<file path="config.mk">
export PLATFORM = sky130hd
export DESIGN_NAME = uart_tx_serializer_flat
export DESIGN_NICKNAME = d
export VERILOG_FILES = /design/src/rtl/uart_pkg.sv /design/src/rtl/uart_tx_serializer_if.sv /design/src/rtl/uart_tx_serializer.sv /design/src/flat_wrapper.sv
export SDC_FILE = /design/constraint.sdc
export NUM_CORES = 1
export LEC_CHECK = 0
export BUFFER_PORTS_ARGS = -buffer_cell sky130_fd_sc_hd__buf_4
export CORE_UTILIZATION = 54
export CTS_BUF_LIST = sky130_fd_sc_hd__clkbuf_16
export CTS_CLUSTER_SIZE = 24
export DETAILED_ROUTE_END_ITERATION = 8
export PLACE_DENSITY = 0.85
export SLEW_MARGIN = 20
export SYNTH_ARGS = -nofsm -noshare
export SYNTH_HDL_FRONTEND = slang
export SYNTH_SLANG_ARGS = --single-unit
</file>
<file path="constraint.sdc">
create_clock -name clock -period 2 [get_ports clock]
set_input_delay 0.3 -clock clock [delete_from_list [all_inputs] [get_ports clock]]
set_output_delay 0.3 -clock clock [all_outputs]
set_load 0.005 [all_outputs]
</file>
<file path="src/rtl/uart_pkg.sv">
// Shared definitions for the CoreUART datapath: transmit state encoding and
// the timing constants the TX engine relies on.
package uart_pkg;

  localparam int UART_OVERSAMPLE_DEFAULT = 16;
  // Clocks from the read strobe being sampled by the FIFO to its output being valid.
  localparam int UART_FIFO_RD_LATENCY    = 2;

  typedef enum logic [2:0] {
    TX_IDLE,
    TX_FETCH,
    TX_WAIT1,
    TX_WAIT2,
    TX_START,
    TX_DATA,
    TX_PARITY,
    TX_STOP
  } tx_state_t;

endpackage

</file>
<file path="src/rtl/uart_tx_serializer_if.sv">
// TX FIFO read port as seen by the transmit engine (master) and the FIFO (slave).
interface uart_tx_serializer_if;

  logic       fifo_empty;
  logic [7:0] fifo_data;
  logic       fifo_read_n;

  modport master (
    input  fifo_empty,
    input  fifo_data,
    output fifo_read_n
  );

  modport slave (
    output fifo_empty,
    output fifo_data,
    input  fifo_read_n
  );

endinterface

</file>
<file path="src/rtl/uart_tx_serializer.sv">
// UART transmit engine: pulls one byte per frame from the TX FIFO and shifts it
// out as start / 7-8 data bits LSB first / optional parity / 1-2 stop bits.
module uart_tx_serializer
  import uart_pkg::*;
#(
  parameter int OVERSAMPLE = UART_OVERSAMPLE_DEFAULT,
  parameter int STOP_BITS  = 1
) (
  input  logic                 clock,
  input  logic                 aresetn,
  input  logic                 baud_tick,
  input  logic                 bit8,
  input  logic                 parity_en,
  input  logic                 odd_n_even,
  uart_tx_serializer_if.master fifo,
  output logic                 txd,
  output logic                 tx_busy,
  output logic                 tx_done
);

  localparam int                TICK_W          = (OVERSAMPLE > 1) ? $clog2(OVERSAMPLE) : 1;
  localparam logic [TICK_W-1:0] TICK_LAST       = TICK_W'(OVERSAMPLE - 1);
  localparam logic              STOP_LAST       = (STOP_BITS > 1);
  localparam bit                LOAD_FROM_WAIT1 = (UART_FIFO_RD_LATENCY < 2);

  tx_state_t         state_q,       state_d;
  logic [TICK_W-1:0] tick_cnt_q,    tick_cnt_d;
  logic [2:0]        bit_cnt_q,     bit_cnt_d;
  logic              stop_cnt_q,    stop_cnt_d;
  logic              bit8_q,        bit8_d;
  logic              parity_en_q,   parity_en_d;
  logic              parity_q,      parity_d;
  logic [7:0]        shreg_q,       shreg_d;
  logic              txd_q,         txd_d;
  logic              tx_busy_q,     tx_busy_d;
  logic              tx_done_q,     tx_done_d;
  logic              fifo_read_n_q, fifo_read_n_d;

  logic in_frame;
  logic bit_end;
  logic load;

  always_comb begin
    state_d       = state_q;
    tick_cnt_d    = tick_cnt_q;
    bit_cnt_d     = bit_cnt_q;
    stop_cnt_d    = stop_cnt_q;
    bit8_d        = bit8_q;
    parity_en_d   = parity_en_q;
    parity_d      = parity_q;
    shreg_d       = shreg_q;
    tx_done_d     = 1'b0;
    fifo_read_n_d = 1'b1;
    load          = 1'b0;

    // Baud ticks only advance the bit timer while a frame is on the line.
    in_frame = state_q inside {TX_START, TX_DATA, TX_PARITY, TX_STOP};
    bit_end  = in_frame && baud_tick && (tick_cnt_q == TICK_LAST);
    if (in_frame && baud_tick) begin
      tick_cnt_d = bit_end ? '0 : tick_cnt_q + 1'b1;
    end

    case (state_q)
      TX_IDLE: begin
        if (!fifo.fifo_empty) begin
          state_d       = TX_FETCH;
          fifo_read_n_d = 1'b0;
        end
      end
      TX_FETCH: state_d = TX_WAIT1;
      TX_WAIT1: begin
        if (LOAD_FROM_WAIT1) load = 1'b1;
        else                 state_d = TX_WAIT2;
      end
      TX_WAIT2: load = 1'b1;
      TX_START: begin
        if (bit_end) state_d = TX_DATA;
      end
      TX_DATA: begin
        if (bit_end) begin
          shreg_d = shreg_q >> 1;
          // Last data bit index is 7 for 8-bit frames, 6 for 7-bit frames.
          if (bit_cnt_q == {2'b11, bit8_q}) begin
            bit_cnt_d = '0;
            state_d   = parity_en_q ? TX_PARITY : TX_STOP;
          end else begin
            bit_cnt_d = bit_cnt_q + 1'b1;
          end
        end
      end
      TX_PARITY: begin
        if (bit_end) state_d = TX_STOP;
      end
      TX_STOP: begin
        if (bit_end) begin
          if (stop_cnt_q == STOP_LAST) begin
            stop_cnt_d = 1'b0;
            state_d    = TX_IDLE;
            tx_done_d  = 1'b1;
          end else begin
            stop_cnt_d = stop_cnt_q + 1'b1;
          end
        end
      end
      default: state_d = TX_IDLE;
    endcase

    // Byte and frame format are frozen here so config changes cannot tear a frame.
    if (load) begin
      state_d     = TX_START;
      shreg_d     = fifo.fifo_data;
      tick_cnt_d  = '0;
      bit_cnt_d   = '0;
      stop_cnt_d  = 1'b0;
      bit8_d      = bit8;
      parity_en_d = parity_en;
      parity_d    = (^(fifo.fifo_data & {bit8, 7'h7f})) ^ odd_n_even;
    end

    case (state_q)
      TX_START:  txd_d = 1'b0;
      TX_DATA:   txd_d = shreg_q[0];
      TX_PARITY: txd_d = parity_q;
      default:   txd_d = 1'b1;
    endcase

    tx_busy_d = (state_d != TX_IDLE);
  end

  always_ff @(posedge clock or negedge aresetn) begin
    if (!aresetn) begin
      state_q       <= TX_IDLE;
      tick_cnt_q    <= '0;
      bit_cnt_q     <= '0;
      stop_cnt_q    <= 1'b0;
      bit8_q        <= 1'b1;
      parity_en_q   <= 1'b0;
      txd_q         <= 1'b1;
      tx_busy_q     <= 1'b0;
      tx_done_q     <= 1'b0;
      fifo_read_n_q <= 1'b1;
    end else begin
      state_q       <= state_d;
      tick_cnt_q    <= tick_cnt_d;
      bit_cnt_q     <= bit_cnt_d;
      stop_cnt_q    <= stop_cnt_d;
      bit8_q        <= bit8_d;
      parity_en_q   <= parity_en_d;
      txd_q         <= txd_d;
      tx_busy_q     <= tx_busy_d;
      tx_done_q     <= tx_done_d;
      fifo_read_n_q <= fifo_read_n_d;
    end
  end

  always_ff @(posedge clock) begin
    shreg_q  <= shreg_d;
    parity_q <= parity_d;
  end

  assign txd              = txd_q;
  assign tx_busy          = tx_busy_q;
  assign tx_done          = tx_done_q;
  assign fifo.fifo_read_n = fifo_read_n_q;

endmodule
</file>
<file path="src/flat_wrapper.sv">
// flat-port wrapper written by rule: the top's interface ports become plain ports
module uart_tx_serializer_flat import uart_pkg::*;
#(
  parameter int OVERSAMPLE = UART_OVERSAMPLE_DEFAULT,
  parameter int STOP_BITS  = 1
)
  (clock, aresetn, baud_tick, bit8, parity_en, odd_n_even, txd, tx_busy, tx_done, fifo_fifo_empty, fifo_fifo_data, fifo_fifo_read_n);
  uart_tx_serializer_if fifo_i ();
  input  logic clock;
  input  logic aresetn;
  input  logic baud_tick;
  input  logic bit8;
  input  logic parity_en;
  input  logic odd_n_even;
  output logic txd;
  output logic tx_busy;
  output logic tx_done;
  input wire logic [$bits(fifo_i.fifo_empty)-1:0] fifo_fifo_empty;
  input wire logic [$bits(fifo_i.fifo_data)-1:0] fifo_fifo_data;
  output wire logic [$bits(fifo_i.fifo_read_n)-1:0] fifo_fifo_read_n;
  assign fifo_i.fifo_empty = fifo_fifo_empty;
  assign fifo_i.fifo_data = fifo_fifo_data;
  assign fifo_fifo_read_n = fifo_i.fifo_read_n;
  uart_tx_serializer #(.OVERSAMPLE(OVERSAMPLE), .STOP_BITS(STOP_BITS)) u_core (.clock(clock), .aresetn(aresetn), .baud_tick(baud_tick), .bit8(bit8), .parity_en(parity_en), .odd_n_even(odd_n_even), .fifo(fifo_i), .txd(txd), .tx_busy(tx_busy), .tx_done(tx_done));
endmodule
</file>
---- After elaboration in Yosys (flattened, before gate mapping) ----
Index checks and enable logic that the tools add are counted.
word-level totals
  register bits after elaboration ......... 26
  input port bits ......................... 15
cells by class
  $add $sub $neg .......................... 3
  equality and inequality tests ........... 9
  mux-type cells .......................... 31
  bitwise operators ....................... 2
  reduce and logical (&&, ||, !) cells .... 12
operators by type and width
  operator               number
  $mux W3                12
  $mux W8                3
  $pmux W3 S7            1
  $eq A3 B3 Y1 const B   4
  $mux W4                3
  $mux W1                11
  $and A8 B8 Y8          1
  $reduce_bool A2 Y1     4
  $reduce_xor A8 Y1      1
  $eq A3 B2 Y1 const B   2
  $add A4 B1 Y4 const B  1
  $eq A4 B4 Y1 const B   1
  $reduce_and A2 Y1      2
  $reduce_bool A4 Y1     1
  $add A3 B1 Y3 const B  1
  $eq A3 B1 Y1 const B   1
  $eq A3 B3 Y1           1
  $logic_not A3 Y1       1
  $pmux W1 S3            1
  $reduce_bool A3 Y1     1
  $logic_and A1 B1 Y1    2
  $add A1 B1 Y1 const B  1
  $xor A1 B1 Y1          1

---- Logic depth before layout (Yosys ltp) ----
Gate-level depths: netlist of run 1.
  depth after elaboration ................. 8
  gate-level depth with buffers ........... 7
  depth with buffers taken out ............ 6

---- Worst setup path before layout of run 1 ----
Ideal clock, no wire load.
  kind .................................... register to register
  from .................................... register u_core.tick_cnt_q[0]
  to ...................................... register u_core.bit_cnt_q[2]
  arrival time ............................ 1.650 ns
  slack ................................... 0.272 ns
  stages on the path, launching flop included .. 7
  buffers on the path ..................... 1
  period minus slack after synthesis ...... 1.728 ns
  cell sequence ........................... dfrtp_1 > ha_1 > nand3_2 > or3_1 > buf_2 > or3b_1 > a21oi_1
on the way
  cells in the longest elaborated chain, start to end .. 4
ends and longest elaborated chain
  element                              line                       RTL
  start, declared                      uart_tx_serializer.sv:27   logic [TICK_W-1:0] tick_cnt_q, tick_cnt_d;
  start signal, assigned               uart_tx_serializer.sv:144  tick_cnt_q <= tick_cnt_d;
  $eq A4 B4 Y1                         uart_tx_serializer.sv:58   bit_end = in_frame && baud_tick && (tick_cnt_q == TICK_LAST);
  $logic_and A1 B1 Y1                  uart_tx_serializer.sv:58
  $reduce_bool A2 Y1 (no source line)  -
  $reduce_and A2 Y1 (no source line)   -
  end signal, assigned                 uart_tx_serializer.sv:145  bit_cnt_q <= bit_cnt_d;
  end, declared                        uart_tx_serializer.sv:28   logic [2:0] bit_cnt_q, bit_cnt_d;
No other way between the ends.
A chain may end at the register's enable or synchronous reset.

---- Final worst setup path of run 1 ----
  from .................................... register u_core.tick_cnt_q[0]
  to ...................................... register u_core.bit_cnt_q[1]
Same word-level chain as after synthesis.

==> metrics.txt, run 1 <==
final cell count without fillers 172; worst reg2reg path depth 5; Top FF cell, synth dfrtp_1; Die Wd 49.7 microns; Slew @ Worst Pin 0.473 ns; number of synthesized register bits 25; Setup TNS Final 0 ns; final WL 2.27 mm; top cell type's share of synthesized area 26.5%; DPL Wire Length 1.58 mm; EDFF count, synth 9; sequential area share after synthesis 55.0%; Clk Latency, worst-skew pair 0.25 ns; area of the mapped netlist 1230 sq um; first-pass GRT wire length 4.16 mm; power after layout 1.17 mW; via count 942; Post-CTS Setup Bufs 0; Max VDD drop 0.601 mV; GP Congestion 0.894; Final min period 1.85 ns; clock root cell clkbuf_16; Syn Area/Cell 9.73 sq um; critical path type reg -> reg; initial antenna violation count 0; I/O pin count 19; Max Cap Viol 0; grt ovf 0; Initial Util 60.0%; Clk pwr share 37.0%; Final setup viols 0; vias in the first global route 993; Critical Path RT 2.17 ns; DP Area 1380 sq um; Routed Antenna Nets 0; Flop pwr share 51.1%; Layout area overhead 20.3%; Hold Crit Class in -> reg; most area-consuming cells after synthesis dfrtp_1, edfxtp_1, nand2_1; Synthesis Warnings 0; input/output buffers 18; Max Freq 540 MHz; fraction of final layout cells sized beyond drive strength 1 22.8%; die area 2470 sq um; fin crit share 92.6%; Crit. End Element register; Worst Hold Depth 3; Pleak 0.658 nW; PwrDens 796 nW/um^2; most area-hungry cell type in the Yosys netlist dfrtp_1; First-pass DRT Iterations 4; CTS Buf Count 3; Net Sw Frac 23.0%; maximum fanout along the worst path 7; row cnt 16; clk_skew 0.00338 ns; met3 wire length 89 microns; Final #Nets 163; clock-pin slew on the worst setup and hold paths 0.06 ns; synth unique cells 33; highest metal used met4; DR WL/cell 13.2 microns; pin count of the biggest net entering global routing 17; syn nets 143; WL met1 1.03 mm; Final Instance Area 1480 sq um; core area 2040 sq um; Final Slew Violations 0; deepest clock path buffer count 2; WHS 0.239 ns; combinational share of power 11.9%; gr usage total 22.5%; Post-Synthesis Cells 126; WP data arrival 2.02 ns; proportion of synthesized flip-flops having asynchronous set or reset 64.0%; Iter 0 DRT Violations 19; status complete, no violations; Die Y 49.7 microns; Startpoint Class register; Fin. Hold Viols 0; Slew HR 68.4%; CTS H-tree lvls 1; RSZ-0062 raised after global routing no; Switch Pwr 0.270 mW; routed vias/inst 5.48; # DRC 0; CTS tree yes; internal cell power 0.905 mW; Num Clock Sinks 25; dpl cells 167; ANT cells 0; DR WL met2 1.13 mm
==> flip-flops by register name, summed over array words and instances (netlist names) <==
| signal | flops |
|---|---|
| u_core.tx_done | 1 |
| u_core.bit8_q | 1 |
| u_core.state_q | 3 |
| u_core.parity_q | 1 |
| u_core.txd | 1 |
| u_core.shreg_q | 8 |
| u_core.tx_busy | 1 |
| u_core.bit_cnt_q | 3 |
| u_core.tick_cnt_q | 4 |
| u_core.parity_en_q | 1 |
| u_core.fifo.fifo_read_n | 1 |
==> critical path, stage by stage (launching register included) <==
cell	delay, ns
dfrtp_1	0.41
ha_1	0.25
nand3_2	0.13
or3_4	0.44
or3b_1	0.36
a21oi_1	0.17
==> power groups by stage <==
stage          Combinational, mW  Sequential [mW]  Clock [mW]
2_1_floorplan             0.0883            0.599           0
3_3_place_gp               0.127            0.604           0
3_5_place_dp               0.135            0.608           0
4_1_cts                    0.140            0.599       0.439
5_1_grt                    0.160            0.606       0.468
6_report                   0.139            0.600       0.435
==> timing repair <==
item,4_1_cts,5_1_grt
hold endpoints to repair,13,0
hold buffers,1,0
gates resized for setup,0,2
setup endpoints to repair,0,10
==> final timing paths <==
check / startpoint / to / slack [ns]
min in group asynchronous: aresetn / u_core.state_q[2] / 0.45
max: u_core.tick_cnt_q[0] / u_core.bit_cnt_q[1] / 0.15
max reg2reg: u_core.tick_cnt_q[0] / u_core.bit_cnt_q[1] / 0.15
min: parity_en / u_core.parity_en_q / 0.24
max in group asynchronous: aresetn / u_core.bit8_q / 1.31
min reg2reg: u_core.bit8_q / u_core.bit8_q / 0.47
==> per-layer routing <==
| layer | global-route usage (%) | vias up |
|---|---|---|
| li1 | - | 464 |
| met5 | 0 | - |
| met2 | 38.3 | 28 |
| met4 | 9.05 | 0 |
| met3 | 5.25 | 2 |
| met1 | 27.2 | 448 |
==> area by class of cell <==
class / count / area [sq um]
clock buffer: 3 / 75.1
clock inverter: 1 / 5.00
fill: 158 / 567
inverter: 3 / 11.3
multi-input combinational: 92 / 515
sequential: 25 / 674
tap: 27 / 33.8
timing repair buffer: 21 / 160
==> Yosys cell counts, drive strengths merged (3+ instances only) <==
master and number:
nand2 37, dfrtp 13, a21oi 9, edfxtp 9, o21ai 9, xnor2 8, nor2 6, buf 4
dfstp 3, inv 3
==> layout by cell type (no fill, tap or decap) <==
| master | n |
|---|---|
| buf_4 | 20 |
| xnor2_1 | 8 |
| or3_4 | 1 |
| a21oi_1 | 9 |
| nor2_1 | 6 |
| nand2_2 | 1 |
| and2_2 | 1 |
| o2bb2ai_1 | 1 |
| clkbuf_16 | 3 |
| a21o_1 | 1 |
| dfstp_2 | 3 |
| inv_1 | 3 |
| nand4_1 | 1 |
| nor4b_1 | 1 |
| nand3_1 | 1 |
| edfxtp_1 | 9 |
| xor2_1 | 1 |
| a31oi_1 | 1 |
| or3_1 | 1 |
| clkinv_2 | 1 |
| a41oi_1 | 1 |
| nor3_1 | 1 |
| dfrtp_1 | 13 |
| dlygate4sd3_1 | 1 |
| nand2b_1 | 1 |
| nand2_1 | 35 |
| ha_1 | 2 |
| and2_1 | 1 |
| or4_2 | 1 |
| o21ai_0 | 9 |
| nand3_2 | 1 |
| nand2_4 | 1 |
| or3b_1 | 2 |
| and3_1 | 2 |
| o31ai_1 | 1 |
==> kinds of logic (layout without fill, tap and decap cells) <==
kind of cell    after synthesis  count (layout)  synth area share, %
buf+inv                       9              28                 3.57
xor+xnor                      9               9                 6.43
simple gates                 58              58                 22.4
flops                        25              25                 55.0
compound gates               23              23                 10.5
fa+ha+maj                     2               2                 2.04
==> through the flow <==
stage,setup WS (ns),utilization [%]
final,0.149,72.2
after global routing,0.0561,72.2
after CTS,0.0854,71.9
after detailed placement,0.133,67.5
after global placement,0.203,67.5
after floorplan,0.272,-
No activity file was read; power rests on OpenSTA's default activity.
==> inputs of run 2 (changes only) <==
- BUFFER_PORTS_ARGS: -buffer_cell sky130_fd_sc_hd__buf_4 -> default
- CORE_UTILIZATION: 54 -> 60
- DONT_BUFFER_PORTS: default -> 1
==> run 2 against run 1 <==
Net effect: final cell count down 11%; largest cell class unchanged; count of clock-buffer cells in the layout unchanged; routed wire length up 2.6%; fmax down 1.4%; hold slack worse by 0.12 ns; final area down 9.1%; critical path depth unchanged; global-route usage up 2.0 points; sequential power about the same; flip-flop and latch count unchanged.
==> metrics.txt, run 2 (same netlist as run 1, synthesis figures left out) <==
Final #Nets 146 (-10%); Iter 0 DRT Violations 47 (+28); final WL 2.33 mm (+2.6%); Startpoint Class register; Fillers 135 (-15%); GP Congestion 0.781 (-13%); RSZ-0062 raised after global routing no; Critical Path RT 2.17 ns (about the same); fraction of final layout cells sized beyond drive strength 1 10.9% (-12 points); # DRC 0 (unchanged); fin crit share 93.9% (+1.4 points); via count 897 (-4.8%); critical path type reg -> reg; Die Wd 47.2 microns (-4.9%); I/O pin count 19 (unchanged); Num Clock Sinks 25 (unchanged); vias in the first global route 844 (-15%); commonest non-fill, non-tap cells in the layout nand2_1, dfrtp_1, a21oi_1, o21ai_0, edfxtp_1; core area 1820 sq um (-11%); CTS H-tree lvls 1 (unchanged); ANT cells 0 (unchanged); input/output buffers 0 (-18); Layout area overhead 9.39%; Hold Crit Class in -> reg; First-pass DRT Iterations 4 (unchanged); Final Slew Violations 0 (unchanged); Largest register FFs 8 (unchanged); maximum fanout along the worst path 7 (unchanged); gr usage total 24.5% (+2.0 points); Post-CTS Setup Bufs 0 (unchanged); routed vias/inst 5.86 (+7.0%); initial antenna violation count 0 (unchanged); Initial Util 67.4% (+7.3 points); top flop regs u_core.shreg_q x8, u_core.tick_cnt_q x4; die area 2230 sq um (-9.6%); clock root cell clkbuf_16; DR WL/cell 15.2 microns (+15%); most common cell after layout, fill and taps aside nand2_1; Max Freq 532 MHz (-1.4%); Clk Latency, worst-skew pair 0.25 ns (about the same); grt ovf 0 (unchanged); pin count of the biggest net entering global routing 17 (unchanged); PwrDens 851 nW/um^2 (+6.9%); Final min period 1.88 ns (+0.0270 ns); DPL Wire Length 1.52 mm (-3.8%); clk_skew 0.00220 ns (-0.00117 ns); Slew HR 52.6% (-16 points); Slew @ Worst Pin 0.708 ns (+0.235 ns); WHS 0.121 ns (-0.119 ns); status complete, no violations; WP data arrival 2.05 ns (+0.03 ns); Setup TNS Final 0 ns (unchanged); clock-pin slew on the worst setup and hold paths 0.06 ns (about the same); first-pass GRT wire length 3.63 mm (-13%); Die Y 47.2 microns (-4.9%); Max Cap Viol 0 (unchanged); Fin. Hold Viols 0 (unchanged); deepest clock path buffer count 2 (unchanged); Final setup viols 0 (unchanged); Pleak 0.578 nW (-12%); Routed Antenna Nets 0 (unchanged); Reg with most FFs u_core.shreg_q; CTS tree yes; Crit. End Element register; row cnt 15 (-1); Max VDD drop 0.705 mV (+17%); CTS Buf Count 3 (unchanged)
run 2: final cells by class:
class                           instances  area [sq um]  area share, %
Sequential cell                        25           674           50.3
Multi-Input combinational cell         92           513           38.2
Clock buffer                            3          75.1           5.60
Timing Repair Buffer                    4          32.5           2.43
Tap cell                               25          31.3           2.33
Inverter                                3          11.3          0.840
Clock inverter                          1          3.75          0.280
run 2: worst max-delay path, stage by stage (launching register included):
cell     delay, ns
dfrtp_1       0.41
ha_1          0.25
nand3_2       0.13
or3_4         0.44
or3b_1        0.38
a21oi_1       0.19
run 2: final timing paths:
| path | endpoint | slack (ns) | depth (start not counted) | startpoint |
|---|---|---|---|---|
| worst max-delay path | u_core.bit_cnt_q[1] | 0.12 | 5 | u_core.tick_cnt_q[0] |
| worst min-delay path | u_core.bit8_q | 0.12 | 2 | bit8 |
| worst max register to register | u_core.bit_cnt_q[1] | 0.12 | 5 | u_core.tick_cnt_q[0] |
| worst min register to register | u_core.bit8_q | 0.47 | 2 | u_core.bit8_q |
| max in group asynchronous | u_core.tick_cnt_q[1] | 1.02 | 1 | aresetn |
| min in group asynchronous | u_core.bit_cnt_q[2] | 0.54 | 1 | aresetn |
run 2: metal layers:
layer / GRT usage (%) / routed length, microns
met5: 0 / 0
met4: 10.3 / 44
met3: 3.46 / 87
met2: 41.9 / 1210
met1: 31.0 / 986
run 2: timing repair:
item	in CTS	in global routing
hold endpoints to repair	16	0
hold buffers	1	0
resized for setup	0	1
endpoints found under the setup margin	0	9
run 2: power by group:
part / internal (mW) / switching, mW
clock network: 0.267 / 0.163
logic: 0.0549 / 0.0574
registers: 0.563 / 0.0366
run 2: metrics by stage:
step / utilization [%] / cell area [sq um] / worst slack, ns / power (mW) / std cells
finish: 73.7 / 1340 / 0.122 / 1.14 / 153
global route: 73.7 / 1340 / 0.0218 / 1.18 / 153
CTS: 73.4 / 1340 / 0.0802 / 1.14 / 153
detailed placement: 68.5 / 1250 / 0.114 / 0.711 / 148
global placement: 68.5 / 1250 / 0.213 / 0.702 / 148
floorplan: - / 1230 / 0.272 / 0.688 / 126
==> inputs of run 3 (changes only) <==
- CORE_UTILIZATION: 60 -> 25
- PLACE_DENSITY: 0.85 -> 0.47
==> run 3 against run 2 <==
Net effect: non-clock buffer count rose by 1; clock power barely moved; count of clock-buffer cells in the layout did not move; sequential share of layout area fell by 2.1 points; die area rose by 130%; critical path depth did not move; combinational power barely moved; critical path type unchanged; largest cell class unchanged; largest power group unchanged.
==> metrics.txt, run 3 (same netlist as run 1, synthesis figures left out) <==
status complete, no violations; First-pass DRT Iterations 6 (+2); Pleak 0.581 nW (+0.55%); Critical Path RT 2.18 ns (about the same); worst reg2reg path depth 5 (unchanged); # DRC 0 (unchanged); DP Area 1310 sq um (+4.8%); Startpoint Class register; Reg with most FFs u_core.shreg_q; r2r endpoint u_core.bit_cnt_q[2]; via count 864 (-3.7%); initial antenna violation count 0 (unchanged); I/O pin count 19 (unchanged); Die Wd 72.0 microns (+53%); maximum fanout along the worst path 7 (unchanged); Routed Antenna Nets 0 (unchanged); Hold Crit Class in -> reg; Setup TNS Final 0 ns (unchanged); Final #Nets 147 (+0.68%); dpl cells 191 (+29%); most common cell after layout, fill and taps aside nand2_1; Max Cap Viol 0 (unchanged); RSZ-0062 raised after global routing no; Final setup viols 0 (unchanged); GP Congestion 0.819 (+4.8%); worst hold start bit8; CTS tree yes; Fin. Hold Viols 0 (unchanged); Hold EP u_core.bit8_q; Max VDD drop 0.399 mV (-43%); Worst R2R Setup Slack 0.14 ns (+0.02 ns); Slew @ Worst Pin 0.752 ns (+0.0441 ns); clock root cell clkbuf_16; commonest non-fill, non-tap cells in the layout nand2_1, dfrtp_1, a21oi_1, o21ai_0, edfxtp_1; ANT cells 0 (unchanged); fraction of final layout cells sized beyond drive strength 1 11.6% (+0.69 points); CTS H-tree lvls 1 (unchanged); die area 5190 sq um (+130%); DPL Wire Length 1.66 mm (+8.7%); WP data arrival 2.04 ns (about the same); clock-pin slew on the worst setup and hold paths 0.06 ns (about the same); first-pass GRT wire length 3.91 mm (+7.8%); Final Instance Area 1400 sq um (+4.3%); Initial Util 26.0% (-41 points); core area 4720 sq um (+160%); Crit. End Element register; Iter 0 DRT Violations 64 (+36%); Final Slew Violations 0 (unchanged); CTS Buf Count 3 (unchanged); PwrDens 816 nW/um^2 (-4.1%); top flop regs u_core.shreg_q x8, u_core.tick_cnt_q x4; vias in the first global route 866 (+2.6%); final cell count without fillers 196 (+28%); deepest clock path buffer count 2 (unchanged); Post-CTS Setup Bufs 0 (unchanged); pin count of the biggest net entering global routing 17 (unchanged); grt ovf 0 (unchanged); fin crit share 92.8% (-1.1 points); Fillers 499 (+270%); Layout area overhead 14.1%; Final min period 1.86 ns (-0.0221 ns); Slew HR 49.7% (-2.9 points); gr usage total 9.83% (-15 points); Largest register FFs 8 (unchanged); row cnt 25 (+10); Num Clock Sinks 25 (unchanged); DR WL/cell 11.3 microns (-26%); Clk Latency, worst-skew pair 0.26 ns (about the same); worst reg2reg path startpoint u_core.tick_cnt_q[0]; input/output buffers 0 (unchanged); Worst Hold Depth 2 (unchanged); Max Freq 539 MHz (+1.2%); clk_skew 0.00195 ns (-0.000253 ns); Die Y 72.0 microns (+53%); final WL 2.21 mm (-5.3%); routed vias/inst 4.41 (-25%); critical path type reg -> reg
-- run 3: cell type report --
type                       instances  area, sq um  share of cell area [%]
clock inverter                     1         3.75                   0.268
inverter                           3         11.3                   0.805
timing repair buffer               5         40.0                    2.86
tap                               67         83.8                    5.99
clock buffer                       3         75.1                    5.37
sequential                        25          674                    48.2
multi-input combinational         92          510                    36.5
-- run 3: stage by stage --
stage | util, % | setup slack [ns] | hold slack [ns] | power, mW
global route | 29.6 | 0.00122 | 0.118 | 1.21
global placement | 27.7 | 0.179 | 0.00474 | 0.705
finish | 29.6 | 0.144 | 0.125 | 1.14
CTS | 29.6 | 0.0901 | 0.124 | 1.16
floorplan | - | 0.272 | 0.00441 | 0.688
detailed placement | 27.7 | 0.103 | 0.00477 | 0.713
-- run 3: what timing repair did --
item | 4_1_cts | 5_1_grt
gates resized for setup | 0 | 1
endpoints found under the setup margin | 0 | 8
hold endpoints to repair | 16 | 0
hold buffers | 1 | 0
-- run 3: how the worst max path moves through the flow --
stage                               from             endpoint  depth (start not counted)
floorplan           u_core.tick_cnt_q[0]  u_core.bit_cnt_q[2]                          6
finish              u_core.tick_cnt_q[0]  u_core.bit_cnt_q[2]                          5
CTS                 u_core.tick_cnt_q[0]    u_core.shreg_q[3]                          4
global route        u_core.tick_cnt_q[0]  u_core.bit_cnt_q[2]                          5
detailed placement  u_core.tick_cnt_q[0]    u_core.shreg_q[5]                          4
global placement    u_core.tick_cnt_q[0]    u_core.shreg_q[5]                          4
-- run 3: per-layer routing --
layer / vias to the layer above / wire length [microns] / global-route usage (%) / part of all wire (%)
met1: 403 / 1050 / 12.8 / 48
met3: 4 / 136 / 3.61 / 6.2
met4: 0 / 23 / 1.96 / 1.0
li1: 431 / - / - / -
met5: - / 0 / 0 / 0
met2: 26 / 994 / 15.7 / 45
-- run 3: critical path: stages, from the launching register on --
cell and delay, ns:
dfrtp_1 0.40, ha_1 0.25, nand3_2 0.11, or3_1 0.48, or3b_1 0.40, a21oi_1 0.14
-- run 3: power by group --
group / total (mW) / internal, mW / leakage, nW / switching, mW
Clock: 0.432 / 0.267 / 0.0423 / 0.165
Sequential: 0.597 / 0.563 / 0.270 / 0.0343
Combinational: 0.113 / 0.0557 / 0.269 / 0.0569
Total: 1.14 / 0.886 / 0.581 / 0.256
